<file path="src/rtl/wb_pkg.sv">
// wb_pkg: shared widths and types for the register writeback stage
package wb_pkg;
  localparam int DATA_WIDTH   = 32;
  localparam int REG_OP_WIDTH = 5;
  localparam int REG_CNT      = 32;
  localparam int STARVE_LIMIT = 3;
  typedef logic [REG_OP_WIDTH-1:0] reg_idx_t;
  typedef logic [DATA_WIDTH-1:0] data_t;
  typedef struct packed {
    reg_idx_t rd;
    data_t    data;
  } wb_req_t;
endpackage

</file>
<file path="src/rtl/wb_scoreboard.sv">
// wb_scoreboard: per-register pending bits, issue gating and busy/bypass lookups (bypass lookup enabled by REG_WRITEBACK_BYPASS_EN)
module wb_scoreboard
  import wb_pkg::*;
(
  input  logic     clk,
  input  logic     rst,
  input  logic     i_iss_valid,
  input  reg_idx_t i_iss_rd,
  output logic     o_iss_ready,
  input  logic     i_wen,
  input  reg_idx_t i_wrd,
  input  reg_idx_t i_rs1,
  input  reg_idx_t i_rs2,
  output logic     o_busy1,
  output logic     o_busy2,
  output logic     o_fwd1_valid,
  output logic     o_fwd2_valid
);
  logic [REG_CNT-1:0] r_pending;
  logic [REG_CNT-1:0] w_set;
  logic [REG_CNT-1:0] w_clr;
  assign o_iss_ready = !rst && !r_pending[i_iss_rd];
  assign w_set = (i_iss_valid && o_iss_ready && i_iss_rd != '0) ? REG_CNT'(1) << i_iss_rd : '0;
  assign w_clr = i_wen ? REG_CNT'(1) << i_wrd : '0;
`ifdef REG_WRITEBACK_BYPASS_EN
  assign o_fwd1_valid = i_wen && i_wrd == i_rs1 && i_rs1 != '0;
  assign o_fwd2_valid = i_wen && i_wrd == i_rs2 && i_rs2 != '0;
`else
  assign o_fwd1_valid = 1'b0;
  assign o_fwd2_valid = 1'b0;
`endif
  assign o_busy1 = r_pending[i_rs1] && !o_fwd1_valid;
  assign o_busy2 = r_pending[i_rs2] && !o_fwd2_valid;
  // retiring write clears first so a same-cycle issue of that register stays pending
  always_ff @(posedge clk) begin
    if (rst) r_pending <= '0;
    else r_pending <= (r_pending & ~w_clr) | w_set;
  end
endmodule

</file>
<file path="src/rtl/reg_writeback.sv">
// reg_writeback: arbitrates ALU/LSU results into one registered RF write per cycle; REG_WRITEBACK_BYPASS_EN adds operand bypass
module reg_writeback
  import wb_pkg::*;
#(
  parameter int STARVE_LIMIT = wb_pkg::STARVE_LIMIT
) (
  input  logic     clock,
  input  logic     reset,
  input  logic     iss_valid,
  input  reg_idx_t iss_rd,
  output logic     iss_ready,
  input  logic     alu_valid,
  output logic     alu_ready,
  input  reg_idx_t alu_rd,
  input  data_t    alu_data,
  input  logic     lsu_valid,
  output logic     lsu_ready,
  input  reg_idx_t lsu_rd,
  input  data_t    lsu_data,
  output logic     rf_wen,
  output reg_idx_t rf_rd,
  output data_t    rf_wdata,
  input  reg_idx_t rs1,
  input  reg_idx_t rs2,
  output logic     busy1,
  output logic     busy2,
  output logic     fwd1_valid,
  output data_t    fwd1_data,
  output logic     fwd2_valid,
  output data_t    fwd2_data
);
  localparam int CW = $clog2(STARVE_LIMIT + 1);
  logic [CW-1:0] r_starve_cnt;
  logic          r_wen;
  wb_req_t       r_out;
  wb_req_t       w_sel;
  logic          w_starve;
  logic          w_alu_acc;
  logic          w_lsu_acc;
  assign w_starve  = r_starve_cnt == CW'(STARVE_LIMIT);
  assign alu_ready = !reset && (!lsu_valid || w_starve);
  assign lsu_ready = !reset && !(w_starve && alu_valid);
  assign w_alu_acc = alu_valid && alu_ready;
  assign w_lsu_acc = lsu_valid && lsu_ready;
  // at most one producer is accepted per cycle, so a plain mux suffices
  always_comb w_sel = w_lsu_acc ? '{lsu_rd, lsu_data} : '{alu_rd, alu_data};
  // count consecutive ALU denials, saturating at the limit that forces an ALU win
  always_ff @(posedge clock) begin
    if (reset || w_alu_acc) r_starve_cnt <= '0;
    else if (alu_valid && !w_starve) r_starve_cnt <= r_starve_cnt + CW'(1);
  end
  // output register: rd 0 results are absorbed without raising the write enable
  always_ff @(posedge clock) begin
    if (reset) begin
      r_wen <= 1'b0;
      r_out <= '0;
    end else begin
      r_wen <= (w_alu_acc || w_lsu_acc) && w_sel.rd != '0;
      if (w_alu_acc || w_lsu_acc) r_out <= w_sel;
    end
  end
  assign rf_wen   = r_wen;
  assign rf_rd    = r_out.rd;
  assign rf_wdata = r_out.data;
`ifdef REG_WRITEBACK_BYPASS_EN
  assign fwd1_data = r_out.data;
  assign fwd2_data = r_out.data;
`else
  assign fwd1_data = '0;
  assign fwd2_data = '0;
`endif
  wb_scoreboard u_sb (
    .clk         (clock),
    .rst         (reset),
    .i_iss_valid (iss_valid),
    .i_iss_rd    (iss_rd),
    .o_iss_ready (iss_ready),
    .i_wen       (r_wen),
    .i_wrd       (r_out.rd),
    .i_rs1       (rs1),
    .i_rs2       (rs2),
    .o_busy1     (busy1),
    .o_busy2     (busy2),
    .o_fwd1_valid(fwd1_valid),
    .o_fwd2_valid(fwd2_valid)
  );
endmodule
</file>
<file path="config.mk">
export PLATFORM = sky130hd
export DESIGN_NAME = reg_writeback
export DESIGN_NICKNAME = d
export VERILOG_FILES = /design/src/rtl/wb_pkg.sv /design/src/rtl/wb_scoreboard.sv /design/src/rtl/reg_writeback.sv
export SDC_FILE = /design/constraint.sdc
export NUM_CORES = 1
export LEC_CHECK = 0
export BUFFER_PORTS_ARGS = -buffer_cell sky130_fd_sc_hd__buf_2
export CAP_MARGIN = 20
export CELL_PAD_IN_SITES_DETAIL_PLACEMENT = 0
export CELL_PAD_IN_SITES_GLOBAL_PLACEMENT = 1
export CORE_ASPECT_RATIO = 1.25
export CORE_UTILIZATION = 31
export CTS_CLUSTER_SIZE = 25
export DETAILED_ROUTE_END_ITERATION = 12
export GPL_TIMING_DRIVEN = 0
export PLACE_DENSITY_LB_ADDON = 0.25
export REMOVE_ABC_BUFFERS = 1
export SETUP_SLACK_MARGIN = 0.02
export SLEW_MARGIN = 40
export SYNTH_ARGS = -nofsm -noshare
export SYNTH_HDL_FRONTEND = slang
export SYNTH_SLANG_ARGS = --single-unit
</file>
<file path="constraint.sdc">
create_clock -name clock -period 2.3 [get_ports clock]
set_input_delay 0.46 -clock clock [delete_from_list [all_inputs] [get_ports clock]]
set_output_delay 0.46 -clock clock [all_outputs]
set_load 0.02 [all_outputs]
</file>
==> impl_metrics.py, run 1 <==
metrics = {
    "status": {
        "outcome": "finished with violations",
        "violations": "setup timing",
    },
    "timing": {
        "slew_headroom_pct": 45.91,
        "min_period_ns": 2.534,
        "rsz0062_at_grt": "yes",
        "fmax_mhz": 394.6,
        "slew_viol_final": 0,
        "fin_crit_sh_pct": 110.2,
        "fin_ws_ns": -0.2342,
        "setup_viol": 2,
        "worst_pin_slew_ns": 0.8103,
        "skew_ns": 0.004308,
        "worst_hold_slack_ns": 0.3257,
        "finalHoldViolations": 0,
        "setup_tns_ns": -0.4622,
    },
    "detailed_routing": {
        "routed_via_density": 5.182,
        "via_count": 4125,
        "drt-initial-drc-count": 245,
        "drc": 0,
        "drt-total-wl_um": 13630,
        "ant_nets": 0,
        "wl_per_cell_um": 17.12,
        "first_pass_iters": 4,
    },
    "setup_path": {
        "path_common_cell": "mux4_2",
        "slowest_stage": "mux4_2",
        "cp_cell_sequence": "mux4_2, mux4_2, mux2_2, buf_6",
        "critical_path.startpoint": "u_sb.r_pending[6]$_SDFF_PP0_",
        "cp_top_family": "multiplexers",
        "path_class": "reg2out",
        "required_ns": 1.84,
        "worstPathBufferInverterCount": 1,
        "r2r_start": "r_starve_cnt[0]$_SDFFE_PP0P_",
        "slowest_delay_ns": 0.51,
        "start_kind": "flop",
        "path_max_fanout": 4,
        "arrival_ns": 2.07,
        "setup.worst_path.end_class": "output pin",
    },
    "yosys": {
        "synth-async-reset-ratio_pct": 0,
        "ys_seq_elements": 72,
        "synth-seq-area-share_pct": 31.73,
        "syn_area_per_cell_um2": 9.215,
        "synth_edf_count": 0,
        "yosysWarnings": 0,
        "synthesis.area_um2": 4543,
        "ys.flop_type": "dfxtp_1",
        "ys_types": 37,
        "syn_inst": 493,
    },
    "cts": {
        "path_clk_slew_ns": 0.06,
        "htree_levels": 3,
        "clk_latency_ns": 0.33,
        "root_buffer": "clkbuf_16",
        "cts_made_buffers": 9,
        "clkSinkCount": 72,
        "cts_buffer_depth": 2,
        "cts_tree": "yes",
    },
    "global_route": {
        "antenna_found_initial": 0,
        "grt_pass1_vias": 3922,
        "grt_pass1_wl_um": 20760,
        "grt-ovfl-total": 0,
        "gr-usage-all-layers_pct": 17.93,
        "grt_max_degree": 61,
    },
    "placed_design": {
        "place_inst": 773,
        "postPlaceCellArea_um2": 5101,
        "place_congestion": 0.7704,
        "dp_slack_ns": -0.4722,
        "port-buffer-count": 136,
        "dp_hpwl_um": 10160,
    },
    "layout": {
        "nets": 708,
        "finalNonFillerCells": 796,
        "drive_gt1_share_pct": 34.14,
        "layout_common_cells": "127 x buf_2, 66 x conb_1, 58 x dfxtp_1",
        "final_util_pct": 38.84,
        "antennaDiodeCount": 0,
        "final_cell_area_um2": 5572,
        "area_growth_pct": 22.64,
        "final_common_cell": "buf_2",
    },
    "power": {
        "total_power_mw": 3.491,
        "peakVddDrop_mv": 0.2946,
        "power_leakage_nw": 2.305,
        "cellPowerDensity_nw_per_um2": 626.5,
    },
    "flow_run": {
        "drv_cap": 0,
    },
    "floorplan": {
        "die_h_um": 137.4,
        "core_area_um2": 14350,
        "initial_core_util_pct": 31.67,
        "dieArea_um2": 15150,
        "die_w_um": 110.3,
        "std_cell_rows": 49,
        "ioPinCount": 203,
    },
    "hold_path": {
        "min_from": "alu_data[20]",
        "min_path_type": "in2reg",
    },
}
[cell families (layout without fill, tap and decap cells)]
family / after synthesis / in the layout / share of synthesized area, %
fa+ha+maj: 1 / 1 / 0.2754
simple gates: 139 / 139 / 14.51
buf+inv: 106 / 166 / 14.76
mux: 72 / 72 / 21.70
compound gates: 102 / 102 / 16.94
flops: 72 / 72 / 31.73
other cells: 1 / 66 / 0.08254
[worst register-to-register path: stages (launching register included)]
cell and delay, ns:
dfxtp_1 0.32, ha_1 0.21, nor2b_1 0.34, nor3b_4 0.09, buf_6 0.17, buf_4 0.19, buf_6 0.17, mux2i_1 0.12
a211oi_1 0.24
[per-layer routing]
metal / global-route usage [%] / vias to the layer above / share of wire, %
met4: 7.529 / 0 / 2.4
met3: 4.210 / 22 / 8.9
met5: 0 / - / 0
met2: 30.23 / 211 / 49
li1: - / 1947 / -
met1: 21.61 / 1945 / 40
[cells in the mapped netlist (11+ instances only)]
| library cell | instances | area (um2) |
|---|---|---|
| nand2_1 | 32 | 120.1 |
| nand3_1 | 23 | 115.1 |
| nor2_1 | 47 | 176.4 |
| o311ai_0 | 11 | 96.34 |
| o31ai_1 | 11 | 82.58 |
| mux4_2 | 21 | 473.0 |
| mux2i_1 | 49 | 490.5 |
| buf_4 | 71 | 533.0 |
| o41ai_1 | 13 | 113.9 |
| clkbuf_1 | 28 | 105.1 |
| dfxtp_1 | 72 | 1441 |
| a211oi_1 | 36 | 270.3 |
[sequential cells by signal, summed over array words and instances (netlist names)]
signal and cells:
rf_wdata 32, rf_rd 5, u_sb.r_pending 32, rf_wen 1
r_starve_cnt 2
[timing repair]
action,4_1_cts,5_1_grt
pin swaps,0,4
endpoints found under the setup margin,3,11
hold buffers,0,0
gates resized for setup,28,9
setup buffers,1,6
[final timing paths]
path,slack [ns],cells past startpoint,endpoint
worst max-delay path,-0.23,4,busy1
worst min-delay path,0.33,3,rf_wdata[20]$_SDFFE_PP0P_
worst max register to register,0.34,8,rf_wdata[21]$_SDFFE_PP0P_
worst min register to register,0.47,2,u_sb.r_pending[0]$_SDFF_PP0_
[where the power goes]
group          leakage, nW  internal, mW  total, mW  switching [mW]
clock                0.159         0.957       1.47           0.515
combinational         1.55         0.231      0.649           0.417
sequential           0.596          1.31       1.37          0.0623
[final cells by class]
| cell class | count | area, um2 |
|---|---|---|
| tap | 178 | 222.7 |
| timing repair buffer | 148 | 835.8 |
| clock inverter | 2 | 35.03 |
| inverter | 2 | 7.507 |
| clock buffer | 14 | 284.0 |
| fill | 1491 | 8775 |
| multi-input combinational | 380 | 2728 |
| sequential | 72 | 1459 |
Note: power is estimated with default switching activity, not from simulation.
==> run 2: changes to the inputs <==
CORE_ASPECT_RATIO = unset   (was 1.25)
==> impl_metrics.py, run 2 (same netlist as run 1, synthesis figures left out) <==
metrics = {
    "cts": {
        "htree_levels": 3,
        "root_buffer": "clkbuf_16",
        "cts_buffer_depth": 2,
        "cts_made_buffers": 9,
        "clk_latency_ns": 0.33,
        "cts_tree": "yes",
        "path_clk_slew_ns": 0.06,
        "clkSinkCount": 72,
        "cts_hold_buf": 0,
    },
    "timing": {
        "min_period_ns": 2.528,
        "skew_ns": 0.007663,
        "setup_viol": 2,
        "fin_crit_sh_pct": 109.9,
        "fmax_mhz": 395.5,
        "rsz0062_at_grt": "yes",
        "slew_headroom_pct": 47.02,
        "worst_pin_slew_ns": 0.7936,
        "slew_viol_final": 0,
        "finalHoldViolations": 0,
        "fin_ws_ns": -0.2282,
    },
    "layout": {
        "drive_gt1_share_pct": 35.25,
        "finalNonFillerCells": 807,
        "layout_common_cells": "127 x buf_2, 66 x conb_1, 55 x dfxtp_1",
        "nets": 717,
        "area_growth_pct": 23.33,
        "antennaDiodeCount": 0,
        "n_fill_cell": 1469,
        "final_common_cell": "buf_2",
        "final_cell_area_um2": 5603,
    },
    "status": {
        "violations": "setup timing",
        "outcome": "finished with violations",
    },
    "placed_design": {
        "port-buffer-count": 136,
        "place_inst": 775,
        "postPlaceCellArea_um2": 5104,
        "place_congestion": 0.7939,
        "dp_hpwl_um": 10070,
    },
    "power": {
        "combPwrFrac_pct": 20.1,
        "power.switching_mw": 1.013,
        "power_leakage_nw": 2.328,
        "seq_power_share_pct": 41.3,
        "swShare_pct": 30.56,
        "p_int_mw": 2.302,
        "peakVddDrop_mv": 0.3158,
        "cellPowerDensity_nw_per_um2": 591.8,
        "p_clk_share_pct": 38.6,
    },
    "detailed_routing": {
        "drt-initial-drc-count": 276,
        "routed_via_density": 5.235,
        "ant_nets": 0,
        "first_pass_iters": 5,
        "drt-total-wl_um": 13810,
        "via_count": 4225,
        "wl_per_cell_um": 17.12,
        "drc": 0,
    },
    "floorplan": {
        "dieArea_um2": 15140,
        "std_cell_rows": 43,
        "die_h_um": 123.1,
        "die_w_um": 123.1,
        "core_area_um2": 14100,
        "initial_core_util_pct": 32.23,
        "ioPinCount": 203,
    },
    "setup_path": {
        "start_kind": "flop",
        "path_max_fanout": 4,
        "path_class": "reg2out",
        "setup.worst_path.end_class": "output pin",
        "arrival_ns": 2.07,
        "required_ns": 1.84,
    },
    "global_route": {
        "grt_pass1_vias": 3855,
        "gr-usage-all-layers_pct": 17.84,
        "antenna_found_initial": 0,
        "grt_pass1_wl_um": 20760,
        "grt_max_degree": 48,
        "grt-ovfl-total": 0,
    },
    "flow_run": {
        "drv_cap": 0,
    },
    "hold_path": {
        "min_path_type": "in2reg",
    },
}
==> run 2: cell count changes in the layout (fill, tap and decap cells not counted), sizes merged <==
cell / before / now
buf: 148 / 156
clkinv: 1 / 4
bufinv: 1 / 0
clkbuf: 14 / 12
o22ai: 1 / 2
==> run 2: path summary, 6_finish.rpt <==
path,depth (start not counted),end,from,slack (ns)
worst max register to register,7,rf_wdata[24]$_SDFFE_PP0P_,r_starve_cnt[0]$_SDFFE_PP0P_,0.29
worst min register to register,2,u_sb.r_pending[0]$_SDFF_PP0_,u_sb.r_pending[0]$_SDFF_PP0_,0.48
worst min-delay path,3,rf_wdata[20]$_SDFFE_PP0P_,alu_data[20],0.32
worst max-delay path,4,busy1,u_sb.r_pending[27]$_SDFF_PP0_,-0.23
==> run 2: layout make-up <==
| class | count | area, um2 | share of cell area [%] |
|---|---|---|---|
| sequential | 72 | 1465 | 26.15 |
| multi-input combinational | 381 | 2739 | 48.88 |
| timing repair buffer | 156 | 899.6 | 16.06 |
| clock buffer | 12 | 246.5 | 4.399 |
| clock inverter | 4 | 20.02 | 0.3573 |
| inverter | 2 | 7.507 | 0.1340 |
| tap | 180 | 225.2 | 4.020 |
==> run 2: power by group through the flow <==
stage	Combinational, mW	Clock [mW]	Sequential [mW]
finish	0.665	1.28	1.37
global route	0.725	1.36	1.38
CTS	0.632	1.31	1.37
detailed placement	0.623	0	1.39
global placement	0.614	0	1.39
floorplan	0.312	0	1.44
==> run 2: critical path, stage by stage (launching register included) <==
cell and delay, ns:
dfxtp_4 0.36, mux4_2 0.49, mux4_2 0.48, mux2_2 0.28
buf_6 0.13
==> run 2: stage by stage <==
step                      hold WS, ns  setup TNS, ns  worst slack [ns]  util, %  power, mW
final                          0.3211        -0.4449           -0.2282    39.75      3.316
after floorplan                0.4292         -37.22           -0.9853        -      1.750
after CTS                      0.3106        -0.6114           -0.2502    38.43      3.312
after global routing           0.3293        -0.5291           -0.2587    39.75      3.463
after detailed placement       0.4817         -1.513           -0.4913    36.21      2.016
after global placement         0.4572         -89.21            -2.207    35.68      2.007
==> run 2: what timing repair did <==
item / in CTS / in global routing
endpoints found under the setup margin: 3 / 3
pin swaps: 0 / 6
cloned: 0 / 1
buffers inserted: 0 / 15
gates resized for setup: 15 / 26
==> run 2: layer usage <==
metal,up-vias,wire length [um],GRT usage [%]
met5,-,0,0
met4,0,132,4.895
met3,15,1398,5.489
met2,222,6290,28.09
met1,2014,5991,23.51
li1,1974,-,-
==> run 3: changes to the inputs <==
BUFFER_PORTS_ARGS = unset   (was -buffer_cell sky130_fd_sc_hd__buf_2)
CORE_UTILIZATION = 40   (was 31)
DONT_BUFFER_PORTS = 1   (was unset)
RECOVER_POWER = 25   (was unset)
==> impl_metrics.py, run 3 (same netlist as run 1, synthesis figures left out) <==
metrics = {
    "timing": {
        "fmax_mhz": 410.3,
        "fin_ws_ns": -0.1372,
        "skew_ns": 0.006986,
        "slew_headroom_pct": 54.37,
        "slew_viol_final": 0,
        "rsz0062_at_grt": "yes",
        "worst_hold_slack_ns": 0.1927,
        "worst_pin_slew_ns": 0.6844,
        "min_period_ns": 2.437,
        "fin_crit_sh_pct": 106.0,
        "setup_viol": 2,
        "finalHoldViolations": 0,
    },
    "layout": {
        "layout_common_cells": "66 x conb_1, 54 x dfxtp_1, 49 x mux2i_1",
        "n_fill_cell": 1048,
        "final_common_cell": "conb_1",
        "nets": 578,
        "drive_gt1_share_pct": 17.01,
        "antennaDiodeCount": 0,
        "finalNonFillerCells": 628,
        "area_growth_pct": 7.463,
        "final_cell_area_um2": 4882,
    },
    "power": {
        "cellPowerDensity_nw_per_um2": 715.2,
        "peakVddDrop_mv": 0.3770,
        "power_leakage_nw": 1.758,
    },
    "global_route": {
        "grt-ovfl-total": 0,
        "grtUsageMet3_pct": 6.209,
        "gr-usage-all-layers_pct": 21.13,
        "grt_pass1_wl_um": 18820,
        "antenna_found_initial": 0,
        "grt_max_degree": 48,
        "grt_busiest_layer": "met2",
        "use_met1_pct": 25.77,
        "gr-usage-met2_pct": 33.50,
        "grt_pass1_vias": 3423,
    },
    "cts": {
        "htree_levels": 3,
        "cts_buffer_depth": 2,
        "path_clk_slew_ns": 0.06,
        "cts_tree": "yes",
        "root_buffer": "clkbuf_16",
        "cts_hold_buf": 0,
        "cts_made_buffers": 9,
        "clkSinkCount": 72,
        "clk_latency_ns": 0.34,
    },
    "detailed_routing": {
        "wl_per_cell_um": 19.71,
        "via_count": 3705,
        "first_pass_iters": 5,
        "routed_via_density": 5.900,
        "drc": 0,
        "drt-initial-drc-count": 265,
        "drt-total-wl_um": 12380,
        "ant_nets": 0,
    },
    "floorplan": {
        "ioPinCount": 203,
        "initial_core_util_pct": 41.54,
        "dieArea_um2": 11790,
        "std_cell_rows": 38,
        "die_h_um": 108.6,
        "core_area_um2": 10940,
        "die_w_um": 108.6,
    },
    "placed_design": {
        "place_inst": 599,
        "place_congestion": 0.7893,
        "postPlaceCellArea_um2": 4372,
        "port-buffer-count": 0,
        "dp_slack_ns": -0.2595,
        "dp_hpwl_um": 8963,
    },
    "setup_path": {
        "arrival_ns": 1.98,
        "required_ns": 1.84,
        "path_class": "reg2out",
        "path_max_fanout": 4,
        "start_kind": "flop",
        "setup.worst_path.end_class": "output pin",
    },
    "hold_path": {
        "min_path_type": "in2reg",
    },
    "status": {
        "violations": "setup timing",
        "outcome": "finished with violations",
    },
    "flow_run": {
        "drv_cap": 0,
    },
}
## run 3: where the power goes
| part | leakage (nW) | switching (mW) | internal [mW] |
|---|---|---|---|
| Sequential | 0.598 | 0.135 | 1.31 |
| Clock | 0.172 | 0.537 | 1.12 |
| Combinational | 0.988 | 0.252 | 0.143 |
| Total | 1.76 | 0.924 | 2.57 |
## run 3: metal layers
metal	vias to the layer above	part of all wire, %	wire (um)
li1	1698	-	-
met1	1752	40	4960
met4	0	2.7	330
met2	231	47	5770
met5	-	0	0
met3	24	11	1313
## run 3: path summary, 6_finish.rpt
check	from	to	slack [ns]	cells past startpoint
max	u_sb.r_pending[19]$_SDFF_PP0_	busy2	-0.14	3
min	reset	rf_wdata[16]$_SDFFE_PP0P_	0.19	1
max reg2reg	r_starve_cnt[0]$_SDFFE_PP0P_	rf_wdata[18]$_SDFFE_PP0P_	0.25	6
min reg2reg	r_starve_cnt[1]$_SDFFE_PP0P_	r_starve_cnt[1]$_SDFFE_PP0P_	0.47	2
## run 3: stage by stage
step                      total power, mW  util (%)  setup TNS (ns)
after floorplan                     1.750         -          -37.22
after global placement              1.825     39.31          -64.01
after detailed placement            1.834     39.98         -0.2595
after CTS                           3.490     43.72         -0.3180
after global routing                3.614     44.65         -0.3207
final                               3.492     44.65         -0.2386
## run 3: worst max-delay path, stage by stage (launching register included)
cell and delay, ns:
dfxtp_2 0.34, mux4_2 0.51, mux4_2 0.48, mux2_4 0.32
## run 3: cell type report
type                            instances  area [um2]  area share [%]
Inverter                                2       7.507          0.1538
Multi-Input combinational cell        380        2725           55.82
Sequential cell                        72        1464           29.98
Tap cell                              140       175.2           3.588
Clock inverter                          5       102.6           2.101
Timing Repair Buffer                   18       155.1           3.178
Clock buffer                           11       252.7           5.177
## run 3: what timing repair did
item / 4_1_cts / 5_1_grt
setup buffers: 1 / 12
resized for setup: 16 / 7
setup endpoints to repair: 3 / 3
pin swaps: 0 / 3
